[config.mk]
export PLATFORM = sky130hd
export DESIGN_NAME = hp_post_normalizer
export DESIGN_NICKNAME = d
export VERILOG_FILES = /design/src/rtl/hp_post_normalizer.sv
export SDC_FILE = /design/constraint.sdc
export NUM_CORES = 1
export LEC_CHECK = 0
export CORE_ASPECT_RATIO = 2
export CORE_MARGIN = 5
export CORE_UTILIZATION = 48
export CTS_BUF_LIST = sky130_fd_sc_hd__clkbuf_8
export DETAILED_ROUTE_END_ITERATION = 7
export GPL_TIMING_DRIVEN = 0
export HOLD_SLACK_MARGIN = 0.05
export PLACE_DENSITY = 0.84
export SLEW_MARGIN = 20
export SYNTH_ARGS = -nofsm -noshare
export SYNTH_HDL_FRONTEND = slang
export SYNTH_SLANG_ARGS = --single-unit
[constraint.sdc]
create_clock -name clk -period 2.2 [get_ports clk]
set_clock_uncertainty 0.15 [all_clocks]
set_input_delay 0.44 -clock clk [delete_from_list [all_inputs] [get_ports clk]]
set_output_delay 0.44 -clock clk [all_outputs]
set_load 0.01 [all_outputs]
[src/rtl/hp_post_normalizer.sv]
// Purpose: renormalize a raw half-precision mantissa sum into packed sign/exp/frac with zero/ovf flags.
// Latency: result valid 1+k edges after capture (k = left shifts, k <= MW-1); carry/zero/normal take 1.
// Backpressure: single-entry; in_ready only in IDLE, result held in DONE until out_ready.
module hp_post_normalizer #(
  parameter int EW = 5,
  parameter int MW = 11
) (
  input  logic          clk,
  input  logic          rst_n,
  input  logic          in_valid,
  output logic          in_ready,
  input  logic          in_sign,
  input  logic [EW-1:0] in_exp,
  input  logic [MW:0]   in_mant,
  output logic          out_valid,
  input  logic          out_ready,
  output logic          out_sign,
  output logic [EW-1:0] out_exp,
  output logic [MW-2:0] out_frac,
  output logic          out_zero,
  output logic          out_ovf
);

  localparam logic [1:0] IDLE = 2'd0;
  localparam logic [1:0] NORM = 2'd1;
  localparam logic [1:0] DONE = 2'd2;

  localparam logic [EW-1:0] EXP_ONE = {{(EW-1){1'b0}}, 1'b1};
  localparam logic [EW-1:0] EXP_MAX = {EW{1'b1}};

  logic [1:0]    state;
  logic          sign;
  logic [EW-1:0] exp;
  logic [MW:0]   mant;
  logic [EW:0]   exp_inc;
  logic          inc_ovf;

  // Handshake flags decode straight from the state register.
  assign in_ready  = (state == IDLE);
  assign out_valid = (state == DONE);

  // Carry path: increment is one bit wider so an all-ones input exponent
  // still reports overflow instead of wrapping to zero.
  assign exp_inc = {1'b0, exp} + {{EW{1'b0}}, 1'b1};
  assign inc_ovf = (exp_inc >= {1'b0, EXP_MAX});

  // Capture, iterative normalization and result registers.
  always_ff @(posedge clk or negedge rst_n) begin
    if (!rst_n) begin
      state    <= IDLE;
      sign     <= 1'b0;
      exp      <= '0;
      mant     <= '0;
      out_sign <= 1'b0;
      out_exp  <= '0;
      out_frac <= '0;
      out_zero <= 1'b0;
      out_ovf  <= 1'b0;
    end else begin
      case (state)
        IDLE: begin
          if (in_valid) begin
            sign  <= in_sign;
            mant  <= in_mant;
            // Subnormal operands carry an effective exponent of 1.
            exp   <= (in_exp == '0) ? EXP_ONE : in_exp;
            state <= NORM;
          end
        end
        NORM: begin
          if (mant == '0) begin
            out_sign <= sign;
            out_exp  <= '0;
            out_frac <= '0;
            out_zero <= 1'b1;
            out_ovf  <= 1'b0;
            state    <= DONE;
          end else if (mant[MW]) begin
            // Carry out of the adder: one right shift, LSB truncated.
            out_sign <= sign;
            out_zero <= 1'b0;
            if (inc_ovf) begin
              out_exp  <= EXP_MAX;
              out_frac <= '0;
              out_ovf  <= 1'b1;
            end else begin
              out_exp  <= exp_inc[EW-1:0];
              out_frac <= mant[MW-1:1];
              out_ovf  <= 1'b0;
            end
            state <= DONE;
          end else if (mant[MW-1]) begin
            out_sign <= sign;
            out_exp  <= exp;
            out_frac <= mant[MW-2:0];
            out_zero <= 1'b0;
            out_ovf  <= 1'b0;
            state    <= DONE;
          end else if (exp == EXP_ONE) begin
            // Cannot shift further without going below exp 1: subnormal result.
            out_sign <= sign;
            out_exp  <= '0;
            out_frac <= mant[MW-2:0];
            out_zero <= 1'b0;
            out_ovf  <= 1'b0;
            state    <= DONE;
          end else begin
            mant <= {mant[MW-1:0], 1'b0};
            exp  <= exp - EXP_ONE;
          end
        end
        DONE: begin
          if (out_ready) begin
            state <= IDLE;
          end
        end
        default: state <= IDLE;
      endcase
    end
  end

endmodule
==> results.json <==
{
  "final_util": 0.6848,
  "crit_buf_inv": 2,
  "first_iter_violations": 83,
  "power_density_nw_per_um2": 1498,
  "wl_um": 6408,
  "wl_met1_um": 2308,
  "yosysWarnings": 0,
  "failed_checks": "negative setup slack",
  "cp_top_family": "simple AND/OR/NAND/NOR gates",
  "timing.final.crit_share": 1.009,
  "cts_tree": "built",
  "maxSlewViolCount": 0,
  "yosysSeqAreaShare": 0.4373,
  "synth.avg_cell_area_um2": 9.795,
  "peakVddDrop_mv": 0.9589,
  "dr_wl_met3_um": 367,
  "placed_cells": 318,
  "fmax_mhz": 450.6,
  "critPathKind": "reg -> reg",
  "whs_ns": 0.3433,
  "maxSlewHeadroom": 0.6068,
  "wl_per_cell_um": 19.13,
  "netlist_area_um2": 2175,
  "num-fill-cells": 340,
  "crit_chain": "buf_6, ha_4, nor4b_4, or3_4, buf_2, o311ai_1, o211ai_1",
  "nets": 306,
  "finalSetupTns_ns": -0.04262,
  "cts_buffers": 5,
  "rsz0062_at_grt": "true",
  "async_reset_ff_frac": 1.000,
  "drt-vias-per-instance": 6.206,
  "core_area_um2": 4382,
  "power_leakage_nw": 1.242,
  "synthesis.nets": 248,
  "path_clk_slew_ns": 0.08,
  "die-area_um2": 6058,
  "grtUsageTotal": 0.2142,
  "diodes": 0,
  "status": "finished with violations",
  "ios": 42,
  "hold_viol": 0,
  "clock-root-buffer": "clkbuf_8",
  "worstSkewPairLatency_ns": 0.30,
  "syn_inst": 222,
  "drv_cap": 0,
  "cp-start-kind": "register",
  "seqCellArea_um2": 952.2,
  "die_h_um": 105.2,
  "finalNonFillerCells": 335,
  "setup_viol": 3,
  "grt_pass1_vias": 2072,
  "worst_hold_path_type": "reg -> reg",
  "multi_input_comb_area_um2": 1169,
  "hold_depth": 1,
  "routed-wl-met2_um": 3580,
  "drtAntennaViolNets": 0,
  "area_growth_pct": 37.97,
  "fp-row-count": 34,
  "dr.max_layer_used": "met4",
  "fin_ws_ns": -0.01926,
  "rr_worst_depth": 7,
  "path_depth": 7,
  "drtPass1Iterations": 5,
  "path_max_fanout": 10,
  "cp.required_ns": 2.21,
  "cts_buffer_depth": 2,
  "grt_antenna_before_repair": 0,
  "final.min_clock_period_ns": 2.219,
  "synthFlopType": "dfrtp_1",
  "drc_errors": 0,
  "cp.arrival_ns": 2.23,
  "synth_seq_cells": 38,
  "cpPeakStageDelay_ns": 0.42,
  "initial_core_util": 0.4963,
  "num_vias": 2079,
  "worst_pin_slew_ns": 0.5898,
  "synth_cell_types": 48,
  "drive_gt1_frac": 0.2171,
  "grt_max_degree": 23,
  "hpwl_um": 4460,
  "cts.sinks": 38,
  "overflow": 0,
  "fin_total_pwr_mw": 4.495,
  "synth-edff-count": 0,
  "gp_congestion": 0.8875,
  "slowest_stage": "dfrtp_1",
  "grt_pass1_wl_um": 10160,
  "die_w_um": 57.60,
  "portBuffers": 41,
  "cp-end-kind": "register",
  "htreeDepth": 2
}
==> cell families after synthesis <==
family | Yosys count | share of synthesized area
simple gates | 68 | 0.1611
compound gates | 64 | 0.2336
flops | 38 | 0.4373
buf+inv | 34 | 0.07250
mux | 14 | 0.07250
fa+ha+maj | 4 | 0.02302
==> final timing paths <==
kind                       slack, ns    start  endpoint
setup / recovery               -0.02   exp[0]    exp[2]
max in group asynchronous       0.97    rst_n    exp[1]
hold / removal                  0.34  out_ovf   out_ovf
hold reg to reg                 0.34  out_ovf   out_ovf
min in group asynchronous       0.47    rst_n    exp[3]
setup reg to reg               -0.02   exp[0]    exp[2]
==> layout make-up <==
class                      instances  area share
multi-input combinational        150      0.3895
sequential                        38      0.3173
timing repair buffer              54      0.1847
buffer                            18     0.03670
clock buffer                       6     0.02752
tap                               54     0.02252
inverter                          13     0.01751
clock inverter                     2    0.004170
==> what timing repair did <==
action	CTS	global route
hold buffers	1	0
pin swaps	2	5
cloned	0	1
gates resized for setup	13	20
setup buffers	5	5
endpoints found under the setup margin	33	30
endpoints found under the hold margin	16	0
==> routing by layer <==
layer / vias to the layer above / global-route usage
met2: 90 / 0.3689
met4: 0 / 0.1078
met3: 16 / 0.04321
li1: 948 / -
met1: 1025 / 0.2420
met5: - / 0
==> cells in the mapped netlist (4+ instances only) <==
cell / n / area [µm²]
nor4_1: 7 / 43.79
dfrtp_1: 38 / 950.9
nor2_1: 6 / 22.52
o32ai_1: 6 / 52.55
inv_1: 13 / 48.80
a21oi_1: 10 / 50.05
o31ai_1: 9 / 67.56
clkbuf_1: 14 / 52.55
nand3_1: 4 / 20.02
mux2_2: 10 / 112.6
nor3_1: 6 / 30.03
nor4b_1: 4 / 35.03
ha_1: 4 / 50.05
a32o_1: 4 / 40.04
nand2_1: 27 / 101.4
a22o_1: 8 / 70.07
==> state kept, by name (all words and copies together) (netlist names) <==
name      cells
state         2
out_sign      1
out_ovf       1
mant         12
sign          1
out_zero      1
out_frac     10
exp           5
out_exp       5
==> per-stage QoR <==
step	area [µm²]	setup WS (ns)
6_report	3000	-0.01926
5_1_grt	3000	-0.06020
4_1_cts	2854	-0.002347
3_5_place_dp	2690	-0.3178
3_3_place_gp	2668	-0.5189
2_1_floorplan	2190	-0.05320
==> power breakdown <==
group | internal [mW] | switching [mW] | total (mW)
Combinational | 1.32 | 1.36 | 2.68
Sequential | 1.03 | 0.271 | 1.30
Clock | 0.252 | 0.260 | 0.512
==> layout by cell type (no fill, tap or decap), types with 3 or more instances in the layout <==
cell	count
clkdlybuf4s50_1	40
dfrtp_1	37
nand2_1	27
inv_1	11
buf_4	10
mux2_2	10
clkbuf_1	9
o31ai_1	9
a21oi_1	9
a22o_1	8
clkbuf_8	7
nor4_1	6
o32ai_1	6
nor2_1	5
nor3_1	4
nand3_1	4
a32o_1	4
nand2b_1	3
buf_6	3
buf_2	3
a221o_1	3
nor4b_1	3
a2bb2oi_1	3
mux2i_1	3
o21ai_0	3
ha_4	3
==> worst reg2reg max path, cell delays in order (launching register included) <==
cell	delay [ns]
dfrtp_1	0.42
buf_6	0.14
ha_4	0.15
nor4b_4	0.13
or3_4	0.38
buf_2	0.22
o311ai_1	0.34
o211ai_1	0.15
(Power assumes the default switching activity.)
